**src/rtl/vram_arbiter.sv**
```systemverilog
// rtl/vram_arbiter.sv - single-port VRAM arbiter, video reads over a buffered CPU port
//
// Shares one synchronous SRAM between a video controller and a CPU.
// Video reads always win.
// A CPU request is held in a one-entry buffer until a cycle without a video read.
//
// Parameters:
//   ADDR_W, DATA_W   address / data width
// Ports:
//   clk_pixel, reset                   clock, synchronous active-high reset
//   vid_addr, vid_rd, vid_data         video read port (data one cycle after vid_rd)
//   cpu_addr, cpu_wdata, cpu_rd,
//   cpu_wr, cpu_busy, cpu_ack,
//   cpu_rdata                          CPU request / completion port
//   mem_addr, mem_wdata, mem_we,
//   mem_rdata                          synchronous SRAM (read data one cycle late)
//   stall_count                        video-stall cycle counter, present only
//                                      when VRAM_ARB_STALL_STATS_EN is defined
module vram_arbiter #(
    parameter int ADDR_W = 16,
    parameter int DATA_W = 8
) (
    input  logic              clk_pixel,
    input  logic              reset,
    input  logic [ADDR_W-1:0] vid_addr,
    input  logic              vid_rd,
    output logic [DATA_W-1:0] vid_data,
    input  logic [ADDR_W-1:0] cpu_addr,
    input  logic [DATA_W-1:0] cpu_wdata,
    input  logic              cpu_rd,
    input  logic              cpu_wr,
    output logic              cpu_busy,
    output logic              cpu_ack,
    output logic [DATA_W-1:0] cpu_rdata,
    output logic [ADDR_W-1:0] mem_addr,
    output logic [DATA_W-1:0] mem_wdata,
    output logic              mem_we,
`ifdef VRAM_ARB_STALL_STATS_EN
    output logic [15:0]       stall_count,
`endif
    input  logic [DATA_W-1:0] mem_rdata
);

    typedef enum logic [1:0] {S_IDLE, S_WAIT, S_DONE} state_t;

    state_t            state, next_state;
    logic              accept, issue;
    logic [ADDR_W-1:0] buf_addr;
    logic [DATA_W-1:0] buf_data;
    logic              buf_wr;
    logic              vid_pend;
    logic [DATA_W-1:0] vid_hold;
    logic [DATA_W-1:0] rdata_q;
    logic              done_rd;

    always_ff @(posedge clk_pixel) begin
        if (reset) begin
            state    <= S_IDLE;
            buf_addr <= '0;
            buf_data <= '0;
            buf_wr   <= 1'b0;
            vid_pend <= 1'b0;
            vid_hold <= '0;
            rdata_q  <= '0;
        end else begin
            state    <= next_state;
            vid_pend <= vid_rd;
            if (vid_pend)
                vid_hold <= mem_rdata;
            // Uses the kind of the request that is completing, before a new
            // request accepted in this same DONE cycle overwrites the buffer.
            if (done_rd)
                rdata_q <= mem_rdata;
            if (accept) begin
                buf_addr <= cpu_addr;
                buf_data <= cpu_wdata;
                buf_wr   <= cpu_wr;     // a simultaneous rd+wr is a write
            end
        end
    end

    always_comb begin
        next_state = state;
        accept     = 1'b0;
        issue      = 1'b0;
        case (state)
            S_IDLE, S_DONE: begin
                if (cpu_rd || cpu_wr) begin
                    accept     = 1'b1;
                    next_state = S_WAIT;
                end else begin
                    next_state = S_IDLE;
                end
            end
            S_WAIT: begin
                // Video holds the SRAM; the buffered request waits, never dropped.
                if (!vid_rd) begin
                    issue      = 1'b1;
                    next_state = S_DONE;
                end
            end
            default: next_state = S_IDLE;
        endcase
    end

    assign done_rd = (state == S_DONE) && !buf_wr;

    // Reset gates the status outputs combinationally.
    // A request caught mid-flight by reset never shows busy, ack or a write.
    assign cpu_busy  = (state == S_WAIT) && !reset;
    assign cpu_ack   = (state == S_DONE) && !reset;
    assign mem_we    = issue && buf_wr && !reset;
    assign mem_addr  = issue ? buf_addr : vid_addr;
    assign mem_wdata = buf_data;

    // SRAM data arrives one cycle after its address.
    // Pass it straight through in that cycle, otherwise show the held copy.
    assign vid_data  = vid_pend ? mem_rdata : vid_hold;
    assign cpu_rdata = reset ? '0 : (done_rd ? mem_rdata : rdata_q);

`ifdef VRAM_ARB_STALL_STATS_EN
    always_ff @(posedge clk_pixel) begin
        if (reset)
            stall_count <= 16'h0000;
        else if ((state == S_WAIT) && vid_rd && (stall_count != 16'hFFFF))
            stall_count <= stall_count + 16'h0001;
    end
`endif

endmodule

```
**config.mk**
```make
export PLATFORM = sky130hd
export DESIGN_NAME = vram_arbiter
export DESIGN_NICKNAME = d
export VERILOG_FILES = /design/src/rtl/vram_arbiter.sv
export SDC_FILE = /design/constraint.sdc
export NUM_CORES = 1
export LEC_CHECK = 0
export BUFFER_PORTS_ARGS = -buffer_cell sky130_fd_sc_hd__buf_2
export CORE_MARGIN = 2
export CORE_UTILIZATION = 45
export DETAILED_ROUTE_END_ITERATION = 16
export GPL_ROUTABILITY_DRIVEN = 1
export HOLD_SLACK_MARGIN = 0.02
export PLACE_DENSITY = 0.79
export SETUP_SLACK_MARGIN = 0.1
export SLEW_MARGIN = 15
export SYNTH_ARGS = -nofsm -noshare
export SYNTH_HDL_FRONTEND = slang
export SYNTH_SLANG_ARGS = --single-unit
```
**constraint.sdc**
```tcl
create_clock -name clk_pixel -period 1.25 [get_ports clk_pixel]
set_input_delay 0.0625 -clock clk_pixel [delete_from_list [all_inputs] [get_ports clk_pixel]]
set_output_delay 0.0625 -clock clk_pixel [all_outputs]
set_load 0.03 [all_outputs]
```
==> metrics.yaml <==
clock_tree:
  path_clk_slew_ps: 80
  cts_tree: "done"
  cts_buffers: 5
  clk_latency_ps: 290
  cts_root_buffer: "clkbuf_8"
  clockBufferDepth: 2
  htree_levels: 2
  clock_sinks: 44
sta:
  slew_headroom_pct: 75.2
  finalHoldViolations: 0
  worst_clock_skew_ps: 8.77
  fin_crit_ps: 1640
  rsz0062_at_grt: "yes"
  setup-violations-final: 37
  fin_crit_sh_pct: 131
  worst_slack_ps: -392
  hold_slack_ps: 26.3
  slew_violations: 0
  tightest_slew_ps: 371
  fmax_mhz: 609
critical_path:
  slowest_delay_ps: 350
  crit_chain: "nand2b_4, nor2_8, buf_12, mux2_4, buf_6"
  cp_slowest_cell: "dfxtp_2"
  required_ps: 1190
  arrival_ps: 1580
  r2r_start: "buf_wr"
  cp_max_fo: 8
  crit_type: "flip-flop to primary output"
  cp-start-kind: "flip-flop"
  end_kind: "primary output"
  r2r_setup_slack_ps: -160
  reg2reg_depth: 6
  r2r_end: "rdata_q[6]"
placed_design:
  portBuffers: 95
  dp_hpwl_um: 3360
  dp_slack_ps: -147
  place_congestion: 0.765
  place_inst: 344
power_and_ir_drop:
  p_leak_uw: 0.00155
  p_seq_share_pct: 43.4
  p_switching_uw: 1070
  clkPwrFrac_pct: 25.6
  switching_share_pct: 30.2
  peakVddDrop_uv: 745
  internal-power_uw: 2470
  p_comb_share_pct: 30.9
  power_density_nw_per_um2: 1030
yosys:
  postSynthAreaPerCell_um2: 9.38
  synth-seq-cells: 44
  yosysSeqAreaShare_pct: 46.5
  synth_nets: 255
  ys.flop_type: "dfxtp_1"
  yosysWarnings: 0
  yosysUniqueCellTypes: 26
  synth-edff-count: 0
  syn_inst: 202
  async_reset_ff_share_pct: 0
  syn-cell-area_um2: 1900
  ys_top_cells_by_area: "dfxtp_1 46%, nand2_1 13%, a21oi_1 9.0%"
  yosysTopAreaCell: "dfxtp_1"
  synth.top_cell.area_share_pct: 46.5
routing:
  dr.pass1.iters: 4
  via_per_inst: 5.24
  wire_per_inst_um: 17.3
  ant_nets: 0
  vias: 2039
  drt_iter0_drc: 137
  drc: 0
  wirelength_um: 6740
floorplanning:
  rows: 23
  core_um2: 4030
  initial_core_util_pct: 47.0
  dieHeight_um: 68.9
  io_pins: 96
  die_area_um2: 4750
  die_w_um: 68.9
final_layout:
  fillers: 209
  final_nets: 391
  multi_input_area_um2: 1280
  fin_util_pct: 85.5
  drive_gt1_share_pct: 56.6
  final_cells: 389
  area_delta_synth_final_pct: 81.8
  layout_commonest_cell: "buf_2"
  diodes: 0
  regArea_um2: 891
  layout_common_cells: "60 x buf_2, 47 x nand2_1, 40 x dfxtp_1, 40 x buf_6, 24 x mux2_4"
global_routing:
  use_met1_pct: 30.9
  grt_use_met2_pct: 49.5
  grtUsageMet3_pct: 5.68
  top_usage_layer: "met2"
  grt_pass1_vias: 1916
  grt_pass1_wl_um: 9210
  antenna_found_initial: 0
  grt_max_degree: 24
  grt_usage_pct: 27.4
  grt_overflow_total: 0
flow_run:
  max_cap_violations: 0
hold_path:
  hold_path_startpoint: "cpu_addr[4]"
  min_path_type: "input pin to flip-flop"
  hold_depth: 3
  min_to: "buf_addr[4]"
run_status:
  status: "finished with violations"
  violations: "negative setup slack"
[power by group through the flow]
stage | clock network, uW | logic [uW] | registers (uW)
floorplan | 0 | 518 | 1590
global placement | 0 | 745 | 1560
detailed placement | 0 | 759 | 1560
CTS | 918 | 1030 | 1530
global route | 972 | 1150 | 1540
finish | 907 | 1090 | 1540
[Yosys cell counts, types with 2 or more instances]
cell and number:
a21oi_1 34, buf_2 2, buf_1 3, dfxtp_1 44, nor2b_1 9, nand2_1 64, mux2_4 10, buf_6 4
mux2_2 14, buf_4 2
[metrics by stage]
| stage | total power, uW | cell area, um^2 | setup TNS [ps] |
|---|---|---|---|
| global route | 3660 | 3450 | -11270 |
| finish | 3540 | 3450 | -9650 |
| detailed placement | 2320 | 2580 | -2360 |
| CTS | 3480 | 3360 | -9230 |
| global placement | 2300 | 2580 | -1600 |
| floorplan | 2100 | 2050 | 0 |
[kinds of logic after synthesis]
| family | share of synthesized area [%] |
|---|---|
| flops | 46.5 |
| mux | 16.2 |
| buf+inv | 5.74 |
| compound gates | 11.1 |
| simple gates | 20.5 |
[critical path: cells and delay by family (launching register included)]
| kind | cells | cell delay [ps] |
|---|---|---|
| flip-flops | 1 | 350 |
| multiplexers | 1 | 320 |
| AND/OR/NAND/NOR | 2 | 310 |
| buffers and inverters | 2 | 300 |
[worst max path at each step]
stage	to	cells after the start	slack, ps	from
global route	mem_addr[3]	5	-430	state[1]
global placement	cpu_rdata[6]	6	-90	state[0]
detailed placement	cpu_rdata[5]	6	-150	state[0]
finish	mem_addr[3]	5	-390	state[1]
floorplan	rdata_q[0]	5	9	state[0]
CTS	mem_addr[12]	5	-380	state[1]
[final cells by class]
cell class                 count  area share [%]
inverter                       1           0.109
tap                           50            1.82
multi-input combinational    150            37.1
clock buffer                   8            2.61
timing repair buffer         136            32.5
sequential                    44            25.9
[sequential cells by signal (all words and copies together) (netlist names)]
name       flops
buf_addr      16
mem_wdata      8
rdata_q        8
vid_hold       8
state          2
buf_wr         1
vid_pend       1
[metal layers]
metal	up-vias	routed length (um)
met2	90	3680
met5	-	0
li1	955	-
met1	980	2580
met3	14	336
met4	0	141
[what timing repair did]
action,in CTS,in global routing
buffers inserted,6,5
hold buffers,21,0
hold endpoints to repair,21,0
endpoints found under the setup margin,67,55
gates resized for setup,111,9
gates cloned,5,2
pin swaps,14,8
Power figures use the tool's default switching activity.
